<file path="src/rtl/mips_mc_controller.sv">
// Multicycle MIPS control FSM; `define MIPS_MC_ADDI_EN adds the ADDIEX/ADDIWB path for op 001000.
// Latency: Moore controls registered with state; fetch IRWrite/PCWrite, illegal_op, mem_timeout decode same-cycle.
// Backpressure: FETCH/MEMRD/MEMWR hold until mem_ready; after TIMEOUT_CYCLES idle cycles the access aborts to FETCH.
module mips_mc_controller #(
  parameter int TIMEOUT_CYCLES = 255
) (
  input  logic       clk,
  input  logic       resetb,
  input  logic [5:0] op,
  input  logic       mem_ready,
  output logic       PCWrite,
  output logic       PCWriteCond,
  output logic       IorD,
  output logic       MemRead,
  output logic       MemWrite,
  output logic       IRWrite,
  output logic       MemtoReg,
  output logic       RegWrite,
  output logic       RegDst,
  output logic       ALUSrcA,
  output logic [1:0] PCSource,
  output logic [1:0] ALUOp,
  output logic [1:0] ALUSrcB,
  output logic [3:0] state_dbg,
  output logic       illegal_op,
  output logic       mem_timeout
);

  localparam logic [5:0] OP_RTYPE = 6'b000000;
  localparam logic [5:0] OP_LW    = 6'b100011;
  localparam logic [5:0] OP_SW    = 6'b101011;
  localparam logic [5:0] OP_BEQ   = 6'b000100;
  localparam logic [5:0] OP_J     = 6'b000010;
`ifdef MIPS_MC_ADDI_EN
  localparam logic [5:0] OP_ADDI  = 6'b001000;
`endif
  localparam logic [7:0] TIMEOUT_LIM = 8'(TIMEOUT_CYCLES);

  typedef enum logic [3:0] {
    FETCH  = 4'd0,
    DECODE = 4'd1,
    MEMADR = 4'd2,
    MEMRD  = 4'd3,
    MEMWB  = 4'd4,
    MEMWR  = 4'd5,
    EXEC   = 4'd6,
    ALUWB  = 4'd7,
    BRANCH = 4'd8,
    JUMP   = 4'd9,
    ADDIEX = 4'd10,
    ADDIWB = 4'd11
  } state_t;

  typedef struct packed {
    logic       pc_write;
    logic       pc_write_cond;
    logic       iord;
    logic       mem_read;
    logic       mem_write;
    logic       mem_to_reg;
    logic       reg_write;
    logic       reg_dst;
    logic       alu_src_a;
    logic [1:0] pc_source;
    logic [1:0] alu_op;
    logic [1:0] alu_src_b;
  } ctl_t;

  // Per-state Moore control word; anything not named for a state stays 0.
  function automatic ctl_t moore_ctl(input state_t s);
    ctl_t c;
    c = '0;
    case (s)
      FETCH:  begin c.mem_read = 1'b1; c.alu_src_b = 2'b01; end
      DECODE: c.alu_src_b = 2'b11;
      MEMADR: begin c.alu_src_a = 1'b1; c.alu_src_b = 2'b10; end
      MEMRD:  begin c.mem_read = 1'b1; c.iord = 1'b1; end
      MEMWB:  begin c.mem_to_reg = 1'b1; c.reg_write = 1'b1; end
      MEMWR:  begin c.mem_write = 1'b1; c.iord = 1'b1; end
      EXEC:   begin c.alu_src_a = 1'b1; c.alu_op = 2'b10; end
      ALUWB:  begin c.reg_dst = 1'b1; c.reg_write = 1'b1; end
      BRANCH: begin
        c.alu_src_a     = 1'b1;
        c.alu_op        = 2'b01;
        c.pc_write_cond = 1'b1;
        c.pc_source     = 2'b01;
      end
      JUMP:   begin c.pc_write = 1'b1; c.pc_source = 2'b10; end
      ADDIEX: begin c.alu_src_a = 1'b1; c.alu_src_b = 2'b10; end
      ADDIWB: c.reg_write = 1'b1;
      default: c = '0;
    endcase
    return c;
  endfunction

  state_t     state;
  state_t     state_nxt;
  logic [7:0] wait_cnt;
  ctl_t       ctl_q;
  ctl_t       ctl;
  logic       in_wait;
  logic       timeout_hit;
  logic       illegal_c;
  logic       fetch_done;

  always_comb begin
    in_wait     = (state == FETCH) || (state == MEMRD) || (state == MEMWR);
    timeout_hit = in_wait && !mem_ready && (wait_cnt == TIMEOUT_LIM);
  end

  // A FETCH timeout simply stays in FETCH; the counter clear restarts the fetch.
  always_comb begin
    state_nxt = state;
    illegal_c = 1'b0;
    case (state)
      FETCH:  if (mem_ready) state_nxt = DECODE;
      DECODE: begin
        case (op)
          OP_LW, OP_SW: state_nxt = MEMADR;
          OP_RTYPE:     state_nxt = EXEC;
          OP_BEQ:       state_nxt = BRANCH;
          OP_J:         state_nxt = JUMP;
`ifdef MIPS_MC_ADDI_EN
          OP_ADDI:      state_nxt = ADDIEX;
`endif
          default: begin
            illegal_c = 1'b1;
            state_nxt = FETCH;
          end
        endcase
      end
      MEMADR: state_nxt = (op == OP_LW) ? MEMRD : MEMWR;
      MEMRD: begin
        if (mem_ready)        state_nxt = MEMWB;
        else if (timeout_hit) state_nxt = FETCH;
      end
      MEMWB:  state_nxt = FETCH;
      MEMWR:  if (mem_ready || timeout_hit) state_nxt = FETCH;
      EXEC:   state_nxt = ALUWB;
      ALUWB:  state_nxt = FETCH;
      BRANCH: state_nxt = FETCH;
      JUMP:   state_nxt = FETCH;
`ifdef MIPS_MC_ADDI_EN
      ADDIEX: state_nxt = ADDIWB;
      ADDIWB: state_nxt = FETCH;
`endif
      default: state_nxt = FETCH;
    endcase
  end

  always_ff @(posedge clk) begin
    if (resetb) begin
      state    <= FETCH;
      wait_cnt <= '0;
      ctl_q    <= moore_ctl(FETCH);
    end else begin
      state <= state_nxt;
      ctl_q <= moore_ctl(state_nxt);
      // Counts only while parked in a wait state; any transition leaves it at 0.
      if (in_wait && !mem_ready && !timeout_hit)
        wait_cnt <= wait_cnt + 8'd1;
      else
        wait_cnt <= '0;
    end
  end

  // Reset presents FETCH controls immediately, even before the first reset edge.
  always_comb begin
    ctl         = resetb ? moore_ctl(FETCH) : ctl_q;
    fetch_done  = !resetb && (state == FETCH) && mem_ready;
    PCWrite     = ctl.pc_write | fetch_done;
    PCWriteCond = ctl.pc_write_cond;
    IorD        = ctl.iord;
    MemRead     = ctl.mem_read;
    MemWrite    = ctl.mem_write;
    IRWrite     = fetch_done;
    MemtoReg    = ctl.mem_to_reg;
    RegWrite    = ctl.reg_write;
    RegDst      = ctl.reg_dst;
    ALUSrcA     = ctl.alu_src_a;
    PCSource    = ctl.pc_source;
    ALUOp       = ctl.alu_op;
    ALUSrcB     = ctl.alu_src_b;
    illegal_op  = illegal_c && !resetb;
    mem_timeout = timeout_hit && !resetb;
    state_dbg   = state;
  end

endmodule

</file>
<file path="config.mk">
export PLATFORM = sky130hd
export DESIGN_NAME = mips_mc_controller
export DESIGN_NICKNAME = d
export VERILOG_FILES = /design/src/rtl/mips_mc_controller.sv
export SDC_FILE = /design/constraint.sdc
export NUM_CORES = 1
export LEC_CHECK = 0
export CAP_MARGIN = 0
export CORE_MARGIN = 3
export CORE_UTILIZATION = 45
export DETAILED_ROUTE_END_ITERATION = 6
export PLACE_DENSITY = 0.78
export SLEW_MARGIN = 15
export SYNTH_ARGS = -nofsm -noshare
export SYNTH_HDL_FRONTEND = slang
export SYNTH_SLANG_ARGS = --single-unit
</file>
<file path="constraint.sdc">
create_clock -name clk -period 2.43 [get_ports clk]
set_input_delay 0.486 -clock clk [delete_from_list [all_inputs] [get_ports clk]]
set_output_delay 0.486 -clock clk [all_outputs]
set_load 0.01 [all_outputs]
</file>
==> results.rst <==
.. list-table::
   :header-rows: 1

   * - Metric
     - Value
   * - Bufs on Longest Clock Path
     - 2
   * - Type of the setup path with the least slack
     - primary input to output pin
   * - Horiz. Die Dim
     - around 59 µm
   * - Area share of and/or/nand/nor cells after synthesis
     - 0.408
   * - I/O Pins
     - 31
   * - Cell area after placement
     - roughly 1700 µm²
   * - Critical Path Start
     - resetb
   * - Peak Freq
     - 423 MHz
   * - Source of the worst register-to-register timing path
     - wait_cnt[0]
   * - Largest family of logic cells by synthesized area
     - simple AND/OR/NAND/NOR gates
   * - Largest clock skew in the final design
     - 0.0101 ns
   * - Tightest Hold Check Type
     - flip-flop to flip-flop
   * - Worst slack at placement
     - -0.255 ns
   * - Largest net degree at the start of global routing
     - 16
   * - Adder-cell area share of the yosys netlist
     - 0.00976
   * - Part of the cycle the worst path needs
     - 0.973
   * - First-pass GRT wire length
     - about 5200 µm
   * - Total CTS buffers
     - 3
   * - Distinct cell type count after synthesis
     - 39
   * - Clock network latency to the later pin of the worst-skew pair
     - approximately 0.32 ns
   * - Fraction of synthesized area in multiplexers
     - 0
   * - Crit path max fanout
     - 11
   * - Placeable core area
     - around 2600 µm²
   * - Complex-gate fraction of the synthesized area
     - 0.0878
   * - Max Cap Violations
     - 0
   * - Endpoint kind of the worst setup timing path
     - output pin
   * - N_diodes
     - 0
   * - Overall power after layout
     - around 700 µW
   * - Clock-pin slew of the registers on the worst-case setup and hold paths
     - ~0.13 ns
   * - Final worst setup slack
     - around 0.064 ns
   * - I/O Buffers
     - 30
   * - Number of fillers in the final layout
     - ~210
   * - Most common cell after layout, fill and taps aside
     - dfxtp_1
   * - Total GRT Usage
     - 0.191
   * - Critical hold path startpoint
     - wait_cnt[0]
   * - Netlist area before placement
     - between 1000 and 1500 µm²
   * - Xor-xnor portion of the synthesized cell area
     - 0.0546
   * - Routed via count
     - 1203
   * - Routed wirelength normalized by instance count
     - ~14 µm
   * - Post-layout util
     - 0.703
   * - Fin. max-slew vios
     - 0
   * - Sequential area share after synthesis
     - 0.390
   * - Number of sinks driven by the clock tree
     - 25
   * - Vias per inst
     - approximately 5.4
   * - Clock tree from TritonCTS
     - done
   * - Fraction of layout cells with a size suffix above 1
     - 0.242
   * - Gp weighted congestion
     - 0.916
   * - Leakage power summed over all cells
     - 0.933 nW
   * - RSZ-0062 raised after global routing
     - false
   * - Relative max-transition margin
     - 0.773
   * - Net count of the mapped netlist
     - approximately 160
   * - Number of hold violations in the final report
     - 0
   * - Final HPWL from detailed placement
     - approximately 2400 µm
   * - Count of endpoints failing setup in the final report
     - 0
   * - Total wire length after detailed routing
     - roughly 3100 µm
   * - Number of global-route vias before repair
     - between 1000 and 1500
   * - Die footprint
     - about 3500 µm²
   * - Deepest level of the CTS H-tree
     - 1
   * - Most used flip-flop cell after synthesis
     - dfxtp_1
   * - Initial core utilization
     - 0.495
   * - Sort of element at the start of the critical path
     - primary input
   * - Hold bufs inserted after CTS
     - 0
   * - Height of the chip
     - a little under 60 µm
   * - Setup TNS
     - 0 ns
   * - First-pass iteration count of the detailed router
     - 4
   * - Post-Route Hold Slack
     - roughly 0.5 ns
   * - Row cnt
     - 18
   * - Avg Synthesized Cell Area
     - a little under 9 µm²
   * - GR Overflow Total
     - 0
   * - Status
     - finished, final reports clean
   * - Synthesized instance count
     - 145
   * - Antenna violations before repair
     - 0
   * - Initial DRC Count
     - 60
   * - Final standard cell count with taps included and fillers excluded
     - 224
   * - Measured slew at the worst slew-check pin
     - 0.339 ns
   * - Minimum clock period
     - about 2.4 ns
   * - Number of enable flip-flop cells after synthesis
     - 0
   * - Number of synthesized register bits
     - 25
   * - Cell area after layout
     - about 1800 µm²
   * - Clk Tree Root Cell
     - clkbuf_4
   * - Placed instance count
     - 219
   * - Max VDD drop
     - around 0.35 mV
   * - Share of flip-flops with an asynchronous set or reset
     - 0
   * - Number of synthesis warnings
     - 0
   * - Areal power density over the cells
     - slightly below 400 nW/µm²
   * - Top library cells by usage in the layout, fill and taps aside
     - dfxtp_1 (24), buf_4 (21), clkdlybuf4s50_1 (14), nor2b_1 (13), dlymetal6s2s_1 (12)
   * - Antenna viol nets, final
     - 0
   * - DR DRC count
     - 0
   * - Area Growth Syn to Fin
     - 42.0%
   * - Critical Path AT
     - between 1.5 and 2 ns
   * - Post-layout net count
     - 205
   * - Req. time, crit path
     - between 1.5 and 2 ns
metal layers:
| metal | part of all wire | vias to the layer above | track usage |
|---|---|---|---|
| li1 | - | 600 | - |
| met1 | 0.39 | 565 | 0.209 |
| met2 | 0.53 | 30 | 0.346 |
| met3 | 0.056 | 8 | 0.0370 |
| met4 | 0.020 | 0 | 0.0906 |
| met5 | 0 | - | 0 |
synthesized netlist by cell type, types with 2 or more instances:
master	number	share of area
nor4_1	2	0.0098
or3_1	4	0.020
nor3_1	7	0.027
nand2_1	6	0.018
o21ai_1	2	0.0078
nand3_1	8	0.031
inv_1	5	0.015
and3_1	6	0.029
a21oi_1	6	0.023
buf_4	2	0.012
and4_1	2	0.014
nor2_2	6	0.029
nand2b_1	4	0.020
nor2b_1	14	0.068
clkbuf_1	2	0.0059
nor2_1	11	0.032
buf_6	2	0.018
nand4_1	3	0.015
xor2_1	5	0.034
and2_1	2	0.0098
dfxtp_1	25	0.39
xnor2_1	3	0.020
or2_2	2	0.0098
report_power, final:
part	switching [mW]	leakage (nW)	internal [mW]
clock	0.126	0.0139	0.0629
sequential	0.00381	0.203	0.415
combinational	0.0512	0.717	0.0559
total	0.181	0.933	0.534
cell type report:
class	count	area, µm²	area share
clock inverters	1	7.51	0.00412
clock buffers	3	22.5	0.0124
inverters	5	18.8	0.0103
flip-flops and latches	25	502	0.276
multi-input cells	109	753	0.414
well taps	30	37.5	0.0206
repair buffers	51	479	0.263
sequential cells by signal, summed over array words and instances (netlist names):
name       cells
ctl_q         13
wait_cnt       8
state_dbg      4
worst paths after layout:
path                      end  slack (ns)  cells past startpoint
setup / recovery     RegWrite        0.06                      5
hold / removal    wait_cnt[0]        0.51                      1
setup reg to reg    ctl_q[11]        0.60                      5
hold reg to reg   wait_cnt[0]        0.51                      1
worst max-delay path, cell delays in order:
cell,delay (ns)
clkdlybuf4s50_1,0.43
buf_4,0.19
buf_4,0.14
nor2b_1,0.10
clkdlybuf4s50_1,0.54
logic make-up (layout without fill, tap and decap cells):
kind of cell / after synthesis / in the layout
XOR/XNOR: 8 / 8
buffers and inverters: 11 / 60
flip-flops: 25 / 25
AO/OA/AOI/OAI: 15 / 15
adder cells (fa/ha/maj): 1 / 1
AND/OR/NAND/NOR: 85 / 85
timing repair:
action,CTS,global route
pin swaps,1,4
buffers inserted,0,1
resized for setup,9,17
endpoints found under the setup margin,6,10
(Power assumes the default switching activity.)
